### src/rtl/transmisor_mdio_pkg.sv
// Shared types and constants for the MDIO management transmitter.
package mdio_pkg;

  typedef enum logic [2:0] {
    S_IDLE,
    S_PRE,
    S_CTRL,
    S_TA,
    S_DATA,
    S_DONE
  } mdio_state_e;

  localparam int unsigned FRAME_BITS = 64;
  localparam int unsigned PRE_BITS   = 32;
  localparam int unsigned BODY_BITS  = FRAME_BITS - PRE_BITS;
  localparam int unsigned CNT_W      = 6;

  // Field positions inside the 32-bit frame body
  localparam int unsigned ST_LSB    = 30;
  localparam int unsigned ST_W      = 2;
  localparam int unsigned OP_LSB    = 28;
  localparam int unsigned OP_W      = 2;
  localparam int unsigned PHYAD_LSB = 23;
  localparam int unsigned PHYAD_W   = 5;
  localparam int unsigned REGAD_LSB = 18;
  localparam int unsigned REGAD_W   = 5;
  localparam int unsigned TA_LSB    = 16;
  localparam int unsigned TA_W      = 2;
  localparam int unsigned DATA_LSB  = 0;
  localparam int unsigned DATA_W    = 16;

  localparam logic [OP_W-1:0] OP_READ  = 2'b10;
  localparam logic [OP_W-1:0] OP_WRITE = 2'b01;

  // Only OP=10 releases the bus; every other opcode is handled as a write
  function automatic logic is_read_op(input logic [OP_W-1:0] op);
    return (op == OP_READ);
  endfunction

endpackage

### src/rtl/transmisor_mdio_if.sv
// Request/serial bundle between the management host, the transmitter and the PHY side.
interface transmisor_mdio_if;
  import mdio_pkg::*;

  logic                 mdio_start;
  logic [BODY_BITS-1:0] t_data;
  logic                 mdio_in;
  logic                 mdc;
  logic                 mdio_oe;
  logic                 mdio_out;
  logic [CNT_W-1:0]     contador;
  logic [DATA_W-1:0]    rd_data;
  logic                 data_rdy;
  logic                 busy;

  // The transmitter is the station-management master
  modport master (
    input  mdio_start, t_data, mdio_in,
    output mdc, mdio_oe, mdio_out, contador, rd_data, data_rdy, busy
  );

  // Host / PHY environment
  modport slave (
    output mdio_start, t_data, mdio_in,
    input  mdc, mdio_oe, mdio_out, contador, rd_data, data_rdy, busy
  );

endinterface

### src/rtl/transmisor_mdio_mdc_gen.sv
// MDC divider: low for MDC_HALF clk, high for MDC_HALF clk, idle low when disabled.
module mdc_gen #(
  parameter int unsigned MDC_HALF = 2
) (
  input  logic clk,
  input  logic rst_n,
  input  logic en,
  output logic mdc,
  output logic mdc_rise_c,
  output logic mdc_fall_c
);

  localparam int unsigned PERIOD = 2 * MDC_HALF;
  localparam int unsigned DIV_W  = (PERIOD > 2) ? $clog2(PERIOD) : 1;

  logic [DIV_W-1:0] div_q, div_d;
  logic             mdc_q, mdc_d;

  // Next divider phase; restarting at 0 keeps the first bit's low phase full length
  always_comb begin
    div_d = '0;
    mdc_d = 1'b0;
    if (en) begin
      div_d = (div_q == DIV_W'(PERIOD - 1)) ? '0 : div_q + DIV_W'(1);
      mdc_d = (div_d >= DIV_W'(MDC_HALF));
    end
  end

  // Strobes announce the edge that the next clk will produce
  assign mdc_rise_c = en && (div_q == DIV_W'(MDC_HALF - 1));
  assign mdc_fall_c = en && (div_q == DIV_W'(PERIOD - 1));

  // Divider state
  always_ff @(posedge clk or negedge rst_n) begin
    if (!rst_n) begin
      div_q <= '0;
      mdc_q <= 1'b0;
    end else begin
      div_q <= div_d;
      mdc_q <= mdc_d;
    end
  end

  assign mdc = mdc_q;

endmodule

### src/rtl/transmisor_mdio.sv
// MDIO management transmitter: serializes preamble + frame body, samples read data.
module transmisor_mdio
  import mdio_pkg::*;
#(
  parameter int unsigned MDC_HALF = 2
) (
  input  logic               clk,
  input  logic               reset,
  transmisor_mdio_if.master  bus
);

  mdio_state_e           state_q, state_d;
  logic [FRAME_BITS-1:0] frame_q, frame_d;
  logic [CNT_W-1:0]      contador_q, contador_d;
  logic [DATA_W-1:0]     rd_sh_q, rd_sh_d;
  logic [DATA_W-1:0]     rd_data_q, rd_data_d;
  logic                  is_read_q, is_read_d;
  logic                  mdio_oe_q, mdio_oe_d;
  logic                  mdio_out_q, mdio_out_d;
  logic                  data_rdy_q, data_rdy_d;
  logic                  busy_q, busy_d;

  logic                  run_c;
  logic                  mdc_rise_c;
  logic                  mdc_fall_c;
  logic                  mdc_w;

  assign run_c = state_q inside {S_PRE, S_CTRL, S_TA, S_DATA};

  mdc_gen #(
    .MDC_HALF (MDC_HALF)
  ) u_mdc_gen (
    .clk        (clk),
    .rst_n      (reset),
    .en         (run_c),
    .mdc        (mdc_w),
    .mdc_rise_c (mdc_rise_c),
    .mdc_fall_c (mdc_fall_c)
  );

  // Next-state and registered-output logic; bit boundaries follow mdc_fall_c
  always_comb begin
    state_d    = state_q;
    frame_d    = frame_q;
    contador_d = contador_q;
    rd_sh_d    = rd_sh_q;
    rd_data_d  = rd_data_q;
    is_read_d  = is_read_q;
    mdio_oe_d  = mdio_oe_q;
    mdio_out_d = mdio_out_q;
    data_rdy_d = 1'b0;
    busy_d     = busy_q;

    if ((state_q == S_DATA) && mdc_rise_c) begin
      rd_sh_d = {rd_sh_q[DATA_W-2:0], bus.mdio_in};
    end

    unique case (state_q)
      S_IDLE: begin
        if (bus.mdio_start) begin
          state_d    = S_PRE;
          frame_d    = {{PRE_BITS{1'b1}}, bus.t_data};
          contador_d = CNT_W'(FRAME_BITS - 1);
          is_read_d  = is_read_op(bus.t_data[OP_LSB +: OP_W]);
          busy_d     = 1'b1;
          mdio_oe_d  = 1'b1;
          mdio_out_d = 1'b1;
        end
      end

      S_PRE, S_CTRL, S_TA, S_DATA: begin
        if (mdc_fall_c) begin
          if (contador_q == '0) begin
            state_d    = S_DONE;
            mdio_oe_d  = 1'b0;
            mdio_out_d = 1'b0;
            if (is_read_q) begin
              rd_data_d  = rd_sh_q;
              data_rdy_d = 1'b1;
            end
          end else begin
            contador_d = contador_q - CNT_W'(1);
            frame_d    = {frame_q[FRAME_BITS-2:0], 1'b0};
            // Segment changes land exactly on each field's LSB position
            if (contador_q == CNT_W'(BODY_BITS)) begin
              state_d = S_CTRL;
            end else if (contador_q == CNT_W'(REGAD_LSB)) begin
              state_d = S_TA;
            end else if (contador_q == CNT_W'(TA_LSB)) begin
              state_d = S_DATA;
            end
            mdio_oe_d  = !(is_read_q && (state_d inside {S_TA, S_DATA}));
            mdio_out_d = mdio_oe_d && frame_d[FRAME_BITS-1];
          end
        end
      end

      S_DONE: begin
        state_d = S_IDLE;
        busy_d  = 1'b0;
      end

      default: begin
        state_d = S_IDLE;
      end
    endcase
  end

  // State and output registers
  always_ff @(posedge clk or negedge reset) begin
    if (!reset) begin
      state_q    <= S_IDLE;
      frame_q    <= '0;
      contador_q <= '0;
      rd_sh_q    <= '0;
      rd_data_q  <= '0;
      is_read_q  <= 1'b0;
      mdio_oe_q  <= 1'b0;
      mdio_out_q <= 1'b0;
      data_rdy_q <= 1'b0;
      busy_q     <= 1'b0;
    end else begin
      state_q    <= state_d;
      frame_q    <= frame_d;
      contador_q <= contador_d;
      rd_sh_q    <= rd_sh_d;
      rd_data_q  <= rd_data_d;
      is_read_q  <= is_read_d;
      mdio_oe_q  <= mdio_oe_d;
      mdio_out_q <= mdio_out_d;
      data_rdy_q <= data_rdy_d;
      busy_q     <= busy_d;
    end
  end

  assign bus.mdc      = mdc_w;
  assign bus.mdio_oe  = mdio_oe_q;
  assign bus.mdio_out = mdio_out_q;
  assign bus.contador = contador_q;
  assign bus.rd_data  = rd_data_q;
  assign bus.data_rdy = data_rdy_q;
  assign bus.busy     = busy_q;

endmodule

### src/flat_wrapper.sv
// flat-port wrapper written by rule: the top's interface ports become plain ports
module transmisor_mdio_flat import mdio_pkg::*;
#(
  parameter int unsigned MDC_HALF = 2
)
  (clk, reset, bus_mdio_start, bus_t_data, bus_mdio_in, bus_mdc, bus_mdio_oe, bus_mdio_out, bus_contador, bus_rd_data, bus_data_rdy, bus_busy);
  transmisor_mdio_if bus_i ();
  input  logic clk;
  input  logic reset;
  input wire logic [$bits(bus_i.mdio_start)-1:0] bus_mdio_start;
  input wire logic [$bits(bus_i.t_data)-1:0] bus_t_data;
  input wire logic [$bits(bus_i.mdio_in)-1:0] bus_mdio_in;
  output wire logic [$bits(bus_i.mdc)-1:0] bus_mdc;
  output wire logic [$bits(bus_i.mdio_oe)-1:0] bus_mdio_oe;
  output wire logic [$bits(bus_i.mdio_out)-1:0] bus_mdio_out;
  output wire logic [$bits(bus_i.contador)-1:0] bus_contador;
  output wire logic [$bits(bus_i.rd_data)-1:0] bus_rd_data;
  output wire logic [$bits(bus_i.data_rdy)-1:0] bus_data_rdy;
  output wire logic [$bits(bus_i.busy)-1:0] bus_busy;
  assign bus_i.mdio_start = bus_mdio_start;
  assign bus_i.t_data = bus_t_data;
  assign bus_i.mdio_in = bus_mdio_in;
  assign bus_mdc = bus_i.mdc;
  assign bus_mdio_oe = bus_i.mdio_oe;
  assign bus_mdio_out = bus_i.mdio_out;
  assign bus_contador = bus_i.contador;
  assign bus_rd_data = bus_i.rd_data;
  assign bus_data_rdy = bus_i.data_rdy;
  assign bus_busy = bus_i.busy;
  transmisor_mdio #(.MDC_HALF(MDC_HALF)) u_core (.clk(clk), .reset(reset), .bus(bus_i));
endmodule
### config.mk
export PLATFORM = sky130hd
export DESIGN_NAME = transmisor_mdio_flat
export DESIGN_NICKNAME = d
export VERILOG_FILES = /design/src/rtl/transmisor_mdio_pkg.sv /design/src/rtl/transmisor_mdio_if.sv /design/src/rtl/transmisor_mdio_mdc_gen.sv /design/src/rtl/transmisor_mdio.sv /design/src/flat_wrapper.sv
export SDC_FILE = /design/constraint.sdc
export NUM_CORES = 1
export LEC_CHECK = 0
export CORE_MARGIN = 2
export CORE_UTILIZATION = 38
export DETAILED_ROUTE_END_ITERATION = 10
export MAX_ROUTING_LAYER = met4
export SYNTH_ARGS = -nofsm -noshare
export SYNTH_HDL_FRONTEND = slang
export SYNTH_SLANG_ARGS = --single-unit
### constraint.sdc
create_clock -name clk -period 5 [get_ports clk]
set_clock_uncertainty 0.1 [all_clocks]
set_input_delay 1 -clock clk [delete_from_list [all_inputs] [get_ports clk]]
set_output_delay 1 -clock clk [all_outputs]
set_load 0.05 [all_outputs]
==> metrics.cfg, run 1 <==
[synthesis]
synth_compound_area_frac=0.1433
synth-seq-cells=111
ys_warn_count=0
synthFlopType=dfrtp_1
synth_edf_count=0
syn-mean-instance-area_um2=11.30
syn_inst=415
synth.distinct_cells=37
async_reset_ff_frac=1.000
synthAdderAreaFrac=0.01067
synth_xor_area_frac=0
synth_fp_nets=455
synth_top_family_by_area=compound AO/OA/AOI/OAI gates
synth_mux_area_frac=0.07898
synth-simple-area-share=0.1355
syn-cell-area_um2=4689
seq_area_frac_synth=0.5923

[cts]
numCtsBuffers=9
holdBufCountCts=0
cts_setup_buffers=0
clkLatencyLatePin_ns=0.34
cts.repair.resized=0
clockRootBuffer=clkbuf_16
cts_tree=done
path_clk_slew_ns=0.07
cts.path.max_buffers=2
htreeDepth=3
clock_sinks=111

[final_layout]
nets=503
drive_above_1_share=0.1047
multiInputGateArea_um2=1728
num_antenna_cells=0
area_growth_pct=21.24
fin_area_um2=5685
regArea_um2=2778
nFillCells=1091

[routing]
routed_wirelength_mm=8.975
dr.first_iter.drc_count=197
routedWlPerCell_um=14.59
viasPerCell=5.260
vias=3235
first_pass_iters=5
ant_nets=0
drc=0

[critical_path]
cp_top_family=buffers and inverters
critPathLaunchType=input pin
slowest_stage=a31oi_4
cp.required_ns=5.17
criticalPathCategory=in2reg
max_stage_delay_ns=0.54
endpoint_kind=register
crit_chain=clkdlybuf4s50_1 > nor4b_4 > a31oi_1 > a31oi_4 > buf_12 > nor2_1 > a31oi_1
crit_path_start=bus_mdio_start
crit_buf_inv=2
r2r-start=u_core.state_q[1]$_DFFE_PN0P_
critical_path_arrival_ns=3.34
cp_max_fo=79
critPathMostFrequentCell=a31oi_1

[global_routing]
grt_first_pass_wirelength_mm=15.38
grt_max_degree=80
overflow=0
antenna_found_initial=0
grtUsageTotal=0.1497
grt_pass1_vias=3118

[power_and_ir_drop]
irDropWorstVdd_v=0.0001734
pwr-share-clk=0.293
power_switching_share=0.3341
switchingPower_uw=852.1
p_leak_uw=0.002342
power_density_nw_per_um2=448.7
power_frac_comb=0.256
internal_power_uw=1699
p_seq_frac=0.451

[sta]
period_needed_ns=3.174
whs_ns=0.3793
drv_slew=0
finalCritPeriodShare=0.6347
setup_tns_ns=0
rsz0062_at_grt=false
worst_pin_slew_ns=1.206
fmax_mhz=315.1
hold_violations=0
finalSetupViolCount=0
slew_headroom=0.1937

[placement]
place_area_um2=5373
dp_hpwl_mm=5.795
port_buffers=62
routabilityCongestion=0.8379

[flow_run]
max_cap_violations=0

[floorplanning]
ios=63
rows=40
core-area_um2=12010
dieHeight_um=115.1
die_width_um=115.1
initial_core_util=0.3904
dieArea_um2=13250

[min_path]
hold_class=reg2reg
hp-start=u_core.u_mdc_gen.div_q[0]$_DFF_PN0_

[outcome]
status=complete, no violations

-- through the flow --
step	setup slack [ns]	std cells	total power, uW	utilization
5_1_grt	1.582	615	2730	0.4733
4_1_cts	1.827	615	2581	0.4733
3_3_place_gp	1.607	599	1806	0.4473
3_5_place_dp	1.456	599	1830	0.4473
6_report	1.826	615	2551	0.4733
2_1_floorplan	2.436	415	1657	-
-- layer usage --
metal	share of wire	track usage	routed length, um
met1	0.47	0.1934	4222
met2	0.48	0.2349	4303
met3	0.039	0.03743	346
met4	0.011	0.04337	103
met5	0	-	0
-- path summary, 6_finish.rpt --
path | to | cells after the start | slack, ns
max in group asynchronous | u_core.bus.rd_data[4]$_DFFE_PN0P_ | 2 | 3.05
max | u_core.frame_q[24]$_DFFE_PN0P_ | 7 | 1.83
min in group asynchronous | u_core.bus.data_rdy$_DFF_PN0_ | 1 | 0.67
min reg2reg | u_core.u_mdc_gen.div_q[0]$_DFF_PN0_ | 1 | 0.38
max reg2reg | u_core.frame_q[55]$_DFFE_PN0P_ | 5 | 2.04
min | u_core.u_mdc_gen.div_q[0]$_DFF_PN0_ | 1 | 0.38
-- state kept, by name, indices dropped and copies added, names as in the netlist, 2 cells and up --
| name | count |
|---|---|
| u_core.rd_sh_q | 16 |
| u_core.bus.contador | 6 |
| u_core.bus.rd_data | 16 |
| u_core.frame_q | 63 |
| u_core.u_mdc_gen.div_q | 2 |
| u_core.state_q | 3 |
-- cells in the final DEF, fill, tap and decap left out, types with 2 or more instances in the layout --
cell / instances
a211oi_1: 4
a21oi_1: 9
a31oi_1: 32
and3_1: 2
buf_4: 4
clkbuf_16: 9
clkdlybuf4s50_1: 61
clkinv_4: 2
dfrtp_1: 111
ha_1: 4
inv_1: 6
inv_6: 3
mux2_1: 9
mux2_2: 23
nand2_1: 73
nand3_1: 3
nand3b_1: 4
nand4_1: 2
nor2_1: 37
nor2b_1: 4
nor3_1: 3
nor4b_4: 2
o21ai_0: 10
o21bai_1: 2
o22a_1: 31
or3_1: 3
-- final cells by class --
| cell class | count | area share |
|---|---|---|
| Clock inverter | 6 | 0.01298 |
| Tap cell | 147 | 0.03235 |
| Clock buffer | 10 | 0.04203 |
| Timing Repair Buffer | 66 | 0.1162 |
| Multi-Input combinational cell | 269 | 0.3039 |
| Sequential cell | 111 | 0.4886 |
| Inverter | 6 | 0.003961 |
-- power by group through the flow --
| stage | logic [uW] | registers [uW] | clock network (uW) |
|---|---|---|---|
| floorplan | 482 | 1170 | 0 |
| global placement | 642 | 1160 | 0 |
| detailed placement | 663 | 1170 | 0 |
| CTS | 660 | 1150 | 769 |
| global route | 749 | 1180 | 805 |
| finish | 652 | 1150 | 747 |
-- synthesized netlist by cell type, drive strengths merged, types with 2 or more instances --
| library cell | count | area (um^2) |
|---|---|---|
| a211oi | 4 | 30.03 |
| dfrtp | 111 | 2778 |
| nor2b | 4 | 25.02 |
| a21oi | 9 | 45.04 |
| nand4 | 2 | 12.51 |
| a31oi | 33 | 221.5 |
| buf | 16 | 111.4 |
| clkbuf | 13 | 50.04 |
| nand3 | 3 | 15.01 |
| or3 | 3 | 18.77 |
| nor2 | 37 | 138.9 |
| o21bai | 2 | 15.01 |
| inv | 6 | 22.52 |
| nor4b | 3 | 56.31 |
| o22a | 31 | 271.5 |
| ha | 4 | 50.05 |
| mux2 | 32 | 360.4 |
| and3 | 2 | 12.51 |
| nor3 | 4 | 31.28 |
| o21ai | 11 | 55.05 |
| nand3b | 4 | 30.03 |
| nand2 | 73 | 274.0 |
-- kinds of logic after synthesis --
kind of cell,count (synthesis)
muxes,33
buffers and inverters,35
AOI/OAI and AO/OA,94
adders and majority gates,4
and+or+nand+nor,138
DFF,111
No activity file was read; power rests on OpenSTA's default activity.
==> run 2, diff against run 1 <==
==> constraint.sdc (replaced) <==
create_clock -name clk -period 2.9 [get_ports clk]
set_clock_uncertainty 0.1 [all_clocks]
set_input_delay 0.58 -clock clk [delete_from_list [all_inputs] [get_ports clk]]
set_output_delay 0.58 -clock clk [all_outputs]
set_load 0.05 [all_outputs]
==> run 2 against run 1 <==
  * Non-clock buffer count rose by 5
  * Largest cell class unchanged
  * Critical path depth did not move
  * Setup slack got worse by 1.5 ns
  * Combinational power rose by 76%
  * Sequential power rose by 72%
  * Critical endpoint is now u_core.bus.rd_data[7]$_DFFE_PN0P_
  * Core utilization rose by 0.26 points
==> metrics.cfg, run 2 (synthesized netlist as in run 1, its figures left out) <==
[outcome]
status=complete, no violations

[final_layout]
largest_reg_flops=63  ; unchanged
nets=508  ; +0.99%
num_antenna_cells=0  ; unchanged
multiInputGateArea_um2=1728  ; unchanged
area_growth_pct=21.90
drive_above_1_share=0.1123  ; +0.007587
regMostFlops=u_core.frame_q
finish.utilization=0.4759  ; +0.002604
final_cell_mix=dfrtp_1, nand2_1, clkdlybuf4s50_1, nor2_1, a31oi_1
nFillCells=1114  ; +2.1%
layout_commonest_cell=dfrtp_1
regArea_um2=2778  ; unchanged

[sta]
period_needed_ns=2.546
worst_pin_slew_ns=0.7220  ; -0.4840 ns
hold_violations=0  ; unchanged
finalSetupViolCount=0  ; unchanged
fmax_mhz=392.7
slew_headroom=0.5187  ; +0.3249
whs_ns=0.1765  ; -0.2029 ns
drv_slew=0  ; unchanged
rsz0062_at_grt=false
finalCritPeriodShare=0.8780
setup_tns_ns=0  ; unchanged

[power_and_ir_drop]
p_leak_uw=0.002359  ; +0.73%
total_power_uw=4351  ; +71%
irDropWorstVdd_v=0.0003733  ; +120%
power_density_nw_per_um2=761.0  ; +70%

[floorplanning]
core-area_um2=12010  ; unchanged
rows=40  ; unchanged
dieArea_um2=13250  ; unchanged
dieHeight_um=115.1  ; unchanged
die_width_um=115.1  ; unchanged
initial_core_util=0.3904  ; unchanged
ios=63  ; unchanged

[global_routing]
grt_max_degree=93  ; +16%
antenna_found_initial=0  ; unchanged
overflow=0  ; unchanged
grtUsageTotal=0.1473  ; -0.002435
grt_pass1_vias=3211  ; +3.0%
grt_first_pass_wirelength_mm=15.28  ; -0.68%

[critical_path]
criticalPathCategory=reg2reg
cp.required_ns=3.02  ; -2.15 ns
critical_path_arrival_ns=2.66  ; -0.68 ns
critPathLaunchType=register
cp_max_fo=17  ; -78%
slowest_stage=dfrtp_1
endpoint_kind=register
crit_chain=inv_1 > ha_1 > nor4b_4 > nand2_1 > nor3_4 > buf_4 > mux2_1
max_stage_delay_ns=0.42  ; -0.12 ns

[cts]
clkLatencyLatePin_ns=0.34  ; about the same
cts_setup_buffers=0  ; unchanged
cts.path.max_buffers=2  ; unchanged
clock_sinks=111  ; unchanged
clockRootBuffer=clkbuf_16
cts_tree=done
holdBufCountCts=0  ; unchanged
cts.repair.resized=0  ; unchanged
path_clk_slew_ns=0.07  ; about the same
numCtsBuffers=9  ; unchanged
htreeDepth=3  ; unchanged

[placement]
routabilityCongestion=0.8306  ; -0.87%
dp_hpwl_mm=5.821  ; +0.45%
port_buffers=62  ; unchanged

[routing]
dr.first_iter.drc_count=245  ; +24%
ant_nets=0  ; unchanged
vias=3262  ; +0.83%
routedWlPerCell_um=14.45  ; -0.97%
first_pass_iters=4  ; -1
drc=0  ; unchanged
viasPerCell=5.270  ; +0.18%
routed_wirelength_mm=8.946  ; -0.32%

[min_path]
hold_class=in2async

[flow_run]
max_cap_violations=0  ; unchanged

run 2: cell types whose count changed in the layout (fill, tap and decap cells not counted), sizes merged:
cell / delta
inv: -1
clkbuf: -1
buf: +5
clkinvlp: +1
run 2: worst max-delay path, delay by kind of cell, from the launching register on:
family	cells	cell delay, ns
buf+inv	2	0.40
mux	1	0.35
fa+ha+maj	1	0.26
flops	1	0.42
simple gates	3	0.90
run 2: metrics by stage:
| step | cell area, um^2 | instances | setup WS, ns |
|---|---|---|---|
| after detailed placement | 5423 | 604 | 0.3251 |
| after floorplan | 4690 | 415 | 0.3357 |
| after global routing | 5717 | 619 | 0.1946 |
| after global placement | 5423 | 604 | 0.3642 |
| after CTS | 5717 | 619 | 0.3488 |
| final | 5717 | 619 | 0.3537 |
run 2: metal layers:
| metal | wire length [um] | vias up | share of wire | GRT usage |
|---|---|---|---|---|
| li1 | - | 1563 | - | - |
| met1 | 4147 | 1623 | 0.46 | 0.1822 |
| met2 | 4395 | 69 | 0.49 | 0.2478 |
| met3 | 335 | 7 | 0.037 | 0.03268 |
| met4 | 68 | 0 | 0.0076 | 0.03373 |
| met5 | 0 | - | 0 | - |
run 2: layout make-up:
| type | instances | area share |
|---|---|---|
| inverter | 6 | 0.003940 |
| sequential | 111 | 0.4859 |
| clock buffer | 9 | 0.03940 |
| tap | 147 | 0.03217 |
| clock inverter | 6 | 0.01204 |
| timing repair buffer | 71 | 0.1243 |
| multi-input combinational | 269 | 0.3023 |
run 2: where the power goes:
| part | internal (uW) | total (uW) | switching [uW] |
|---|---|---|---|
| clock | 672 | 1230 | 553 |
| sequential | 1810 | 1980 | 165 |
| combinational | 418 | 1150 | 728 |
| total | 2900 | 4350 | 1450 |
run 2: path summary, 6_finish.rpt:
path                                                          start                                   to  slack [ns]  cells past startpoint
worst max-delay path             u_core.bus.contador[0]$_DFFE_PN0P_    u_core.bus.rd_data[7]$_DFFE_PN0P_        0.35                      7
min in group clk                u_core.u_mdc_gen.div_q[0]$_DFF_PN0_  u_core.u_mdc_gen.div_q[0]$_DFF_PN0_        0.37                      1
worst min-delay path                                          reset        u_core.rd_sh_q[1]$_DFFE_PN0P_        0.18                      1
worst max register to register   u_core.bus.contador[0]$_DFFE_PN0P_    u_core.bus.rd_data[7]$_DFFE_PN0P_        0.35                      7
max in group asynchronous                                     reset       u_core.frame_q[14]$_DFFE_PN0P_        1.84                      2
worst min register to register  u_core.u_mdc_gen.div_q[0]$_DFF_PN0_  u_core.u_mdc_gen.div_q[0]$_DFF_PN0_        0.37                      1
==> run 3, diff against run 2 <==
--- a/config.mk
+++ b/config.mk
@@ -5,6 +5,7 @@
 export SDC_FILE = /design/constraint.sdc
 export NUM_CORES = 1
 export LEC_CHECK = 0
+export ABC_AREA = 1
 export CORE_MARGIN = 2
 export CORE_UTILIZATION = 38
 export DETAILED_ROUTE_END_ITERATION = 10
==> run 3 against run 2 <==
  * Via count up 5.9%
  * Sequential cell count stayed put
  * Global-route usage rose by 0.37 points
  * Synthesized cell count rose by 21%
  * Setup slack gained 0.18 ns
  * Highest routed layer unchanged
  * Non-clock buffer count grew 2
  * Count of clock-buffer cells in the layout increased by 3
  * Die area rose by 0.70%
  * Sequential power is 2% higher
  * Core utilization grew 0.59 points
  * Hold slack lost 0.031 ns
==> metrics.cfg, run 3 <==
[outcome]
status=complete, no violations

[global_routing]
overflow=0  ; unchanged
grt_first_pass_wirelength_mm=15.56  ; +1.9%
grtUsageTotal=0.1510  ; +0.003696
antenna_found_initial=0  ; unchanged
grt_pass1_vias=3312  ; +3.1%
grt_max_degree=65  ; -30%

[final_layout]
fin_area_um2=5812  ; +1.7%
final_cell_mix=dfrtp_1, nand2_1, inv_1, clkdlybuf4s50_1, o21ai_0
area_growth_pct=23.05
drive_above_1_share=0.07080  ; -0.04149
largest_reg_flops=63  ; unchanged
num_antenna_cells=0  ; unchanged
nets=600  ; +18%
regMostFlops=u_core.frame_q
layout_commonest_cell=dfrtp_1
finish.utilization=0.4818  ; +0.005909

[cts]
path_clk_slew_ns=0.07  ; about the same
htreeDepth=3  ; unchanged
clockRootBuffer=clkbuf_16
clock_sinks=111  ; unchanged
cts_tree=done
clkLatencyLatePin_ns=0.35  ; about the same
cts_setup_buffers=0  ; unchanged
numCtsBuffers=9  ; unchanged
cts.repair.resized=0  ; unchanged
cts.path.max_buffers=2  ; unchanged
holdBufCountCts=0  ; unchanged

[synthesis]
synth_compound_area_frac=0.1550  ; +0.01169
synth-simple-area-share=0.1518  ; +0.01625
ys_warn_count=0  ; unchanged
synth_edf_count=0  ; unchanged
async_reset_ff_frac=1.000  ; unchanged
synth_area_leaders=dfrtp_1, nand2_1, inv_1
synth-seq-cells=111  ; unchanged
syn_inst=502  ; +21%
synth_mux_area_frac=0  ; -0.07898
synth_fp_nets=542  ; +19%
yosys.area.top_type=dfrtp_1
synthTopCellsByCount=dfrtp_1, nand2_1, inv_1
synthMostInstantiatedCell=dfrtp_1
synth_top_family_by_area=compound AO/OA/AOI/OAI gates
synth.distinct_cells=30  ; -19%
yosysTopAreaCellShare=0.5881  ; -0.004236
synthFlopType=dfrtp_1
syn-cell-area_um2=4723  ; +0.72%
synthAdderAreaFrac=0.01060  ; -0.00007633
seq_area_frac_synth=0.5881  ; -0.004236
syn-mean-instance-area_um2=9.409  ; -17%
synth_xor_area_frac=0.001854  ; +0.001854

[routing]
drc=0  ; unchanged
wl_met1_mm=4.410  ; +6.3%
viasPerCell=4.714  ; -11%
topRoutingLayerUsed=met4
routed_wirelength_mm=8.974  ; +0.31%
route.met2.wl_mm=3.968  ; -9.7%
vias=3455  ; +5.9%
dr_wl_met3_um=414  ; +24%
dr.first_iter.drc_count=229  ; -6.5%
first_pass_iters=4  ; unchanged
routedWlPerCell_um=12.24  ; -15%
ant_nets=0  ; unchanged

[floorplanning]
dieArea_um2=13340  ; +0.70%
rows=40  ; unchanged
initial_core_util=0.3916  ; +0.001181
core-area_um2=12060  ; +0.42%
die_width_um=115.5  ; +0.35%
dieHeight_um=115.5  ; +0.35%
ios=63  ; unchanged

[sta]
finalCritPeriodShare=0.8174  ; -0.06061
period_needed_ns=2.371  ; -0.1758 ns
drv_slew=0  ; unchanged
slew_headroom=0.5751  ; +0.05646
rsz0062_at_grt=false
fmax_mhz=421.8  ; +7.4%
finalSetupViolCount=0  ; unchanged
worst_pin_slew_ns=0.6373  ; -0.08469 ns
setup_tns_ns=0  ; unchanged
hold_violations=0  ; unchanged

[critical_path]
criticalPathCategory=reg2reg
endpoint_kind=register
cp.required_ns=3.03  ; about the same
critical_path_arrival_ns=2.50  ; -0.16 ns
critPathLaunchType=register
cp_max_fo=64  ; +47
reg2reg_slack_ns=0.53  ; +0.18 ns

[placement]
port_buffers=62  ; unchanged
dp_hpwl_mm=6.028  ; +3.6%
place_area_um2=5487  ; +1.2%
routabilityCongestion=0.8216  ; -1.1%

[min_path]
hold_class=in2async

[power_and_ir_drop]
p_leak_uw=0.002675  ; +13%
irDropWorstVdd_v=0.0003169  ; -15%
power_density_nw_per_um2=801.4  ; +5.3%

[flow_run]
max_cap_violations=0  ; unchanged

run 3: where the power goes:
group          internal, uW  switching, uW
clock network           752            572
registers              1840            175
logic                   461            855
run 3: layer usage:
metal	GRT usage	vias to the layer above
met5	-	-
met4	0.06506	0
met3	0.03452	14
met2	0.2172	68
met1	0.2055	1618
li1	-	1755
run 3: worst max-delay path: stages, from the launching register on:
cell      delay [ns]
dfrtp_1         0.40
inv_1           0.17
ha_1            0.28
nand3_1         0.12
nor2_1          0.23
nand2_1         0.10
nand2_2         0.29
inv_2           0.13
buf_12          0.21
o211ai_1        0.10
o21ai_0         0.11
run 3: stage by stage:
step | std cells | hold WS (ns) | power (uW) | setup slack (ns)
floorplan | 502 | 0.1844 | 3042 | 0.8171
global placement | 717 | 0.3536 | 3331 | 0.5818
detailed placement | 717 | 0.3690 | 3378 | 0.5202
CTS | 733 | 0.1722 | 4712 | 0.5402
global route | 733 | 0.1979 | 4983 | 0.2751
finish | 733 | 0.1457 | 4657 | 0.5295
run 3: path summary, 6_finish.rpt:
check	to	depth (start not counted)	from
hold reg to reg	u_core.rd_sh_q[12]$_DFFE_PN0P_	2	u_core.rd_sh_q[11]$_DFFE_PN0P_
min in group clk	u_core.rd_sh_q[12]$_DFFE_PN0P_	2	u_core.rd_sh_q[11]$_DFFE_PN0P_
max in group asynchronous	u_core.frame_q[1]$_DFFE_PN0P_	2	reset
setup / recovery	u_core.frame_q[28]$_DFFE_PN0P_	10	u_core.bus.contador[0]$_DFFE_PN0P_
setup reg to reg	u_core.frame_q[28]$_DFFE_PN0P_	10	u_core.bus.contador[0]$_DFFE_PN0P_
hold / removal	u_core.frame_q[9]$_DFFE_PN0P_	1	reset
run 3: layout make-up:
| cell class | count | area [um^2] |
|---|---|---|
| Fill cell | 1129 | 6250 |
| Sequential cell | 111 | 2778 |
| Multi-Input combinational cell | 295 | 1510 |
| Timing Repair Buffer | 73 | 725.7 |
| Clock buffer | 12 | 266.5 |
| Inverter | 70 | 262.8 |
| Tap cell | 168 | 210.2 |
| Clock inverter | 4 | 58.81 |
run 3: kinds of logic (layout without fill, tap and decap cells):
group | count (synthesis) | in the layout
flops | 111 | 111
simple gates | 171 | 171
fa+ha+maj | 4 | 4
xor+xnor | 1 | 1
compound gates | 119 | 119
buf+inv | 96 | 159
